### config.mk
export PLATFORM = sky130hd
export DESIGN_NAME = uart_tx
export DESIGN_NICKNAME = d
export VERILOG_FILES = /design/src/rtl/uart_pkg.sv /design/src/rtl/uart_baud_tick.sv /design/src/rtl/uart_tx.sv
export SDC_FILE = /design/constraint.sdc
export NUM_CORES = 1
export LEC_CHECK = 0
export CAP_MARGIN = 0
export CORE_MARGIN = 4
export CORE_UTILIZATION = 40
export CTS_CLUSTER_SIZE = 28
export DETAILED_ROUTE_END_ITERATION = 8
export PLACE_DENSITY = 0.54
export SETUP_SLACK_MARGIN = 0.05
export SLEW_MARGIN = 10
export SYNTH_ARGS = -nofsm -noshare
export SYNTH_HDL_FRONTEND = slang
export SYNTH_SLANG_ARGS = --single-unit
### constraint.sdc
create_clock -name clk -period 2.6 [get_ports clk]
set_input_delay 0.26 -clock clk [delete_from_list [all_inputs] [get_ports clk]]
set_output_delay 0.26 -clock clk [all_outputs]
set_load 0.05 [all_outputs]
### src/rtl/uart_pkg.sv
// Shared UART definitions: FSM state encoding, default bit period and
// parity-mode constants. The receiver uses this package too.
package uart_pkg;

  // 50 MHz system clock at 115200 baud
  localparam int CLK_DIV_DEFAULT = 434;

  localparam logic PARITY_MODE_EVEN = 1'b0;
  localparam logic PARITY_MODE_ODD  = 1'b1;

  typedef enum logic [2:0] {
    IDLE,
    START,
    DATA,
    PARITY,
    STOP
  } uart_state_t;

  // Parity over one byte; odd mode inverts the plain XOR
  function automatic logic parity_of(input logic [7:0] data, input logic mode);
    return (^data) ^ mode;
  endfunction

endpackage

### src/rtl/uart_baud_tick.sv
// Bit-period timer: while en is high, tick pulses on the last cycle of every
// CLK_DIV-cycle period. Dropping en restarts the period from the top.
module uart_baud_tick
  import uart_pkg::*;
#(
  parameter int CLK_DIV = CLK_DIV_DEFAULT
) (
  input  logic clk,
  input  logic rst,
  input  logic en,
  output logic tick
);

  localparam logic [15:0] RELOAD = 16'(CLK_DIV - 1);

  logic [15:0] cnt;

  // Down-counter from CLK_DIV-1 to 0, reloaded at zero or while disabled
  always_ff @(posedge clk) begin
    if (rst || !en) begin
      cnt <= RELOAD;
    end else if (cnt == 16'd0) begin
      cnt <= RELOAD;
    end else begin
      cnt <= cnt - 16'd1;
    end
  end

  assign tick = en && (cnt == 16'd0);

endmodule

### src/rtl/uart_tx.sv
// UART transmitter: one-entry holding register in front of a start/data/
// parity/stop serializer. A byte held while a frame is on the line starts
// on the cycle right after the final stop cycle.
module uart_tx
  import uart_pkg::*;
#(
  parameter int CLK_DIV    = CLK_DIV_DEFAULT,
  parameter int PARITY_EN  = 0,
  parameter int PARITY_ODD = 0,
  parameter int STOP_BITS  = 1
) (
  input  logic       clk,
  input  logic       rst,
  input  logic [7:0] tx_data,
  input  logic       tx_valid,
  output logic       tx_ready,
  output logic       tx_busy,
  output logic       tx_done,
  output logic       uart_txd
);

  localparam logic       PAR_MODE  = (PARITY_ODD != 0) ? PARITY_MODE_ODD : PARITY_MODE_EVEN;
  localparam logic [2:0] LAST_STOP = 3'(STOP_BITS - 1);

  uart_state_t state;
  logic [7:0]  hold_data;
  logic [7:0]  shift;
  logic [2:0]  bit_cnt;
  logic        hold_full;
  logic        up;
  logic        par;
  logic        txd;
  logic        tick;
  logic        accept;
  logic        stop_end;
  logic        load;

  uart_baud_tick #(
    .CLK_DIV(CLK_DIV)
  ) baud (
    .clk (clk),
    .rst (rst),
    .en  (state != IDLE),
    .tick(tick)
  );

  // ready is held low through reset and rises the cycle after it releases
  assign tx_ready = up && !hold_full;
  assign accept   = tx_valid && tx_ready;
  assign tx_busy  = (state != IDLE) || hold_full;
  assign uart_txd = txd;

  // Last cycle of the last stop bit
  assign stop_end = (state == STOP) && tick && (bit_cnt == LAST_STOP);
  assign tx_done  = stop_end;

  // Move the held byte into the serializer: from idle, or straight out of stop
  assign load = hold_full && ((state == IDLE) || stop_end);

  // Frame sequencer, holding register and registered line driver
  always_ff @(posedge clk) begin
    if (rst) begin
      state     <= IDLE;
      txd       <= 1'b1;
      hold_full <= 1'b0;
      up        <= 1'b0;
      bit_cnt   <= 3'd0;
    end else begin
      up <= 1'b1;

      // tx_ready is low whenever the register is full, so an accept can
      // never collide with the transfer below
      if (accept) begin
        hold_data <= tx_data;
        hold_full <= 1'b1;
      end

      case (state)
        IDLE: ;
        START: begin
          if (tick) begin
            state   <= DATA;
            txd     <= shift[0];
            bit_cnt <= 3'd0;
          end
        end
        DATA: begin
          if (tick) begin
            if (bit_cnt == 3'd7) begin
              if (PARITY_EN != 0) begin
                state <= PARITY;
                txd   <= par;
              end else begin
                state <= STOP;
                txd   <= 1'b1;
              end
              bit_cnt <= 3'd0;
            end else begin
              bit_cnt <= bit_cnt + 3'd1;
              shift   <= shift >> 1;
              txd     <= shift[1];
            end
          end
        end
        PARITY: begin
          if (tick) begin
            state   <= STOP;
            txd     <= 1'b1;
            bit_cnt <= 3'd0;
          end
        end
        STOP: begin
          if (tick) begin
            if (bit_cnt == LAST_STOP) begin
              state   <= IDLE;
              bit_cnt <= 3'd0;
            end else begin
              bit_cnt <= bit_cnt + 3'd1;
            end
          end
        end
        default: begin
          state <= IDLE;
          txd   <= 1'b1;
        end
      endcase

      // Start bit goes out on the same edge the byte leaves the holding register
      if (load) begin
        state     <= START;
        txd       <= 1'b0;
        shift     <= hold_data;
        par       <= parity_of(hold_data, PAR_MODE);
        hold_full <= 1'b0;
      end
    end
  end

endmodule
; ---- Word-level counts from Yosys, hierarchy flattened
; Cells that the tools add are included.
[totals]
mem_count = 0
mem_bits_ro = 0
regBits = 41
latchBits = 0
ramBits = 0
inputBits = 11
[op_classes]
div = 0
reduce_logical = 28
n_shift = 0
bitwise = 2
mul = 0
muxes = 25
magnitude_cmp = 0
eq_ne = 21
add_sub_neg = 2
[op_table]
columns = op, count
row1 = $mux 3, 11
row2 = $mux 8, 4
row3 = $logic_not 16->1, 1
row4 = $sub 16x1->16 const B, 1
row5 = $ne 3x3->1 const B, 5
row6 = $pmux 3 s5, 1
row7 = $ne 2x2->1 const B, 7
row8 = $reduce_and 7->1, 2
row9 = $reduce_and 4->1, 3
row10 = $pmux 3 s3, 1
row11 = $reduce_or 2->1, 4
row12 = $mux 1, 7
row13 = $eq 3x2->1 const B, 2
row14 = $eq 3x3->1 const B, 2
row15 = $logic_and 1x1->1, 6
row16 = $logic_not 3->1, 2
row17 = $ne 2x1->1 const B, 3
row18 = $reduce_bool 3->1, 2
row19 = $pmux 1 s4, 1
row20 = $reduce_bool 2->1, 2
row21 = $add 3x1->3 const B, 1
row22 = $eq 3x1->1 const B, 1
row23 = $logic_or 1x1->1, 3
row24 = $ne 3x2->1 const B, 1
row25 = 3 further kinds, 5

; ---- Longest topological paths before layout
[depth]
word_depth = 8
mapped_depth = 7
ltp_nobuf = 7

; ---- By module
; Synthesis repeated with hierarchy kept, for this count alone.
[hier_totals]
hier_cells = 174
hier_area_um2 = 1923.1
[modules_own_cells]
columns = mod, seq_area_each_um2, cells_per_inst, n_inst, area_each_um2
row1 = uart_tx, 660.6, 98, 1, 1196.1
row2 = uart_baud_tick, 320.3, 76, 1, 726.9

; ---- Least setup slack after synthesis
; OpenSTA, ideal clock, no wires.
[synth_timing]
path_kind = reg-to-output
from = reg baud.cnt[12]
to = out tx_done
required_ns = 2.340
arrival_time_ns = 2.306
path_stages_with_launch = 4
path_buffers = 0
path_slack_ns = 0.034
path_cell_list = dfxtp_1 nor4_4 nand2b_2 nor4_1
[synth_via]
elab_chain_cells = 4
[synth_rtl]
columns = item, line
row1 = from (decl), uart_baud_tick.sv:16  ; logic [15:0] cnt;
row2 = from (signal assigned), uart_baud_tick.sv:25  ; cnt <= cnt - 16'd1;
row3 = $logic_not 16->1, uart_baud_tick.sv:29  ; assign tick = en && (cnt == 16'd0);
row4 = $logic_and 1x1->1, uart_baud_tick.sv:29
row5 = $logic_and 1x1->1 (2 in series), uart_tx.sv:54  ; assign stop_end = (state == STOP) && tick && (bit_cnt == LAST_STOP);
row6 = to (decl), uart_tx.sv:18  ; output logic tx_done,
; Every way passes these cells.

; ---- Worst setup path in the final report
[layout_timing]
from = reg baud.cnt[11]
to = reg shift[5], data pin
[layout_via]
elab_chain_cells = 7
[layout_rtl]
columns = item, line
row1 = $logic_not 16->1, uart_baud_tick.sv:29
row2 = $logic_and 1x1->1, uart_baud_tick.sv:29
row3 = $logic_and 1x1->1 (2 in series), uart_tx.sv:54
row4 = $logic_or 1x1->1, uart_tx.sv:58  ; assign load = hold_full && ((state == IDLE) || stop_end);
row5 = $logic_and 1x1->1, uart_tx.sv:58
row6 = $mux 8, uart_tx.sv:129  ; if (load) begin
row7 = to (signal assigned), uart_tx.sv:100  ; shift <= shift >> 1;
row8 = to (signal assigned), uart_tx.sv:132  ; shift <= hold_data;
row9 = to (decl), uart_tx.sv:27  ; logic [7:0] shift;
; Every way passes these cells.
; A chain may end at the register's enable or synchronous reset.

==> impl_metrics.env <==
export IMPL_num_rows=24
export IMPL_synth_warnings=0
export IMPL_cts_tree="built"
export IMPL_leakage_nw=0.731
export IMPL_synth_top_area_share_pct=27.0
export IMPL_hold_path_class="reg2reg"
export IMPL_pin_count=15
export IMPL_clkLatencyLatePin_ps=290
export IMPL_htree_levels=2
export IMPL_layout_cells_most_common="dfxtp_1"
export IMPL_cp_slowest_cell="or3_4"
export IMPL_wl_per_cell_um=13.7
export IMPL_routabilityCongestion=0.746
export IMPL_ant_nets=0
export IMPL_setup_violations=0
export IMPL_core_area_um2=4410
export IMPL_tns_ps=0
export IMPL_synth_main_ff_cell="dfxtp_1"
export IMPL_ys_seq_area_share_pct=52.9
export IMPL_vias=1253
export IMPL_finClkSkew_ps=10.6
export IMPL_grt_overflow_total=0
export IMPL_hold_violations=0
export IMPL_ys_types=41
export IMPL_worst_ep_required_time_ps=2640
export IMPL_peakVddDrop_v=0.000279
export IMPL_cp_start_kind="flop"
export IMPL_synthesis_area_um2=1850
export IMPL_totalWireLength_mm=3.35
export IMPL_synth_async_reset_ratio_pct=0
export IMPL_path_cells="nor4_4 > nand2b_2 > or3_4 > o22ai_4 > buf_4 > mux2_4"
export IMPL_num_nets_final=208
export IMPL_max_cap_violations=0
export IMPL_drv_slew=0
export IMPL_start_util_pct=42.0
export IMPL_path_clk_slew_ps=80
export IMPL_num_fill_cells=420
export IMPL_cts_root_buf="clkbuf_8"
export IMPL_synth_seq_cells=41
export IMPL_outcome="complete, no violations"
export IMPL_p_per_area_nw_per_um2=559
export IMPL_firstDrtPassIters=4
export IMPL_clock_sinks=41
export IMPL_setup_ws_ps=309
export IMPL_yosys_top_cells_area="dfxtp_1 27%, edfxtp_1 26%, nor2_1 4.5%, xnor2_1 3.8%, ha_1 3.4%"
export IMPL_cts_inserted_buffers=5
export IMPL_area_growth_synth_to_final_pct=15.4
export IMPL_routed_via_density=5.11
export IMPL_portBuffers=14
export IMPL_hpwl_mm=2.43
export IMPL_num_antenna_cells=0
export IMPL_synth_cells=174
export IMPL_mostFrequentLayoutCells="25 x dfxtp_1, 22 x nor2_1, 16 x edfxtp_1"
export IMPL_syn_area_per_cell_um2=10.6
export IMPL_grt_pass1_vias=1241
export IMPL_cp_arrival_ps=2330
export IMPL_grt_max_degree=13
export IMPL_min_period_over_period_pct=88.1
export IMPL_preCtsSetupSlack_ps=290
export IMPL_timing_final_crit_period_ps=2290
export IMPL_max_clock_path_buffers=2
export IMPL_slowest_delay_ps=430
export IMPL_path_max_fanout=11
export IMPL_yosys_area_top_type="dfxtp_1"
export IMPL_rsz0062_at_grt="false"
export IMPL_drc_errors=0
export IMPL_synth_edf_count=16
export IMPL_synth_fp_nets=190
export IMPL_die_w_um=76.1
export IMPL_grt_pass1_wl_mm=5.78
export IMPL_grt_usage_pct=12.2
export IMPL_drtIter0Drc=75
export IMPL_antenna_found_initial=0
export IMPL_fmax_mhz=437
export IMPL_crit_path_end_kind="flop"
export IMPL_fp_dieArea_um2=5790
export IMPL_relSlewSlack_pct=58.7
export IMPL_chipHeight_um=76.1
export IMPL_max_slew_worst_pin_slew_ps=614
export IMPL_path_class="reg2reg"
export IMPL_drive_above_1_share_pct=12.4
[worst max-delay path: cells and delay by family, from the launching register on]
kind	cells	cell delay, ps
muxes	1	290
DFF	1	370
buffers and inverters	1	210
and+or+nand+nor	3	880
AOI/OAI and AO/OA	1	280
[registers in the layout (all words and copies together) (netlist names)]
| signal | count |
|---|---|
| state | 3 |
| baud.cnt | 16 |
| shift | 8 |
| uart_txd | 1 |
| up | 1 |
| hold_full | 1 |
| bit_cnt | 3 |
| hold_data | 8 |
[path summary, 6_finish.rpt]
| path | start | endpoint | slack, ps | depth (start not counted) |
|---|---|---|---|---|
| max reg2reg | baud.cnt[11]$_SDFF_PP0_ | shift[5]$_DFFE_PP_ | 310 | 6 |
| max | baud.cnt[11]$_SDFF_PP0_ | shift[5]$_DFFE_PP_ | 310 | 6 |
| min reg2reg | baud.cnt[0]$_SDFF_PP1_ | baud.cnt[0]$_SDFF_PP1_ | 430 | 1 |
| min | baud.cnt[0]$_SDFF_PP1_ | baud.cnt[0]$_SDFF_PP1_ | 430 | 1 |
[cells in the mapped netlist (2+ instances only)]
| library cell | instances |
|---|---|
| a21oi_1 | 7 |
| and3_1 | 3 |
| clkbuf_1 | 5 |
| dfxtp_1 | 25 |
| edfxtp_1 | 16 |
| ha_1 | 5 |
| inv_1 | 6 |
| mux2_2 | 4 |
| mux2_4 | 3 |
| nand2_1 | 14 |
| nand2b_1 | 3 |
| nand3_1 | 5 |
| nand3b_1 | 2 |
| nor2_1 | 22 |
| nor2b_1 | 2 |
| nor3_1 | 12 |
| nor3b_1 | 2 |
| nor4_1 | 2 |
| o21a_1 | 2 |
| xnor2_1 | 8 |
| xor2_1 | 6 |
[cell type report]
class / count / area (µm²) / area share, %
sequential: 41 / 981 / 45.9
multi-input combinational: 120 / 821 / 38.4
timing repair buffer: 18 / 169 / 7.90
clock buffer: 8 / 80.1 / 3.74
tap: 52 / 65.1 / 3.04
inverter: 6 / 22.5 / 1.05
[cells by family (layout without fill, tap and decap cells)]
| kind of cell | Yosys count | count (layout) | share of synthesized area [%] |
|---|---|---|---|
| buffers and inverters | 13 | 32 | 3.11 |
| and+or+nand+nor | 78 | 78 | 22.8 |
| adders and majority gates | 5 | 5 | 3.38 |
| AOI/OAI and AO/OA | 16 | 16 | 6.28 |
| DFF | 41 | 41 | 52.9 |
| muxes | 7 | 7 | 4.86 |
| xor gates and xnor gates | 14 | 14 | 6.62 |
[layer usage]
metal	wire length [µm]	GRT usage, %
met5	0	0
met4	24	4.20
met3	162	3.66
met2	1570	18.5
met1	1590	16.4
[stage by stage]
| stage | total power, mW | std cells | instance area (µm²) | utilization (%) | hold slack [ps] |
|---|---|---|---|---|---|
| 5_1_grt | 1.25 | 245 | 2140 | 48.4 | 466 |
| 3_5_place_dp | 0.815 | 237 | 2060 | 46.7 | 417 |
| 4_1_cts | 1.21 | 245 | 2140 | 48.4 | 435 |
| 3_3_place_gp | 0.813 | 237 | 2060 | 46.7 | 405 |
| 2_1_floorplan | 0.776 | 174 | 1860 | - | 359 |
| 6_report | 1.20 | 245 | 2140 | 48.4 | 428 |
[power by group]
part / internal (mW) / switching (mW) / total, mW
logic: 0.0498 / 0.0575 / 0.107
registers: 0.682 / 0.00949 / 0.692
clock network: 0.191 / 0.205 / 0.396
total: 0.923 / 0.272 / 1.20
[what timing repair did]
action | 4_1_cts | 5_1_grt
resized for setup | 1 | 0
hold buffers | 0 | 0
buffers inserted | 0 | 0
setup endpoints to repair | 1 | 0
Note: power is estimated with default switching activity, not from simulation.
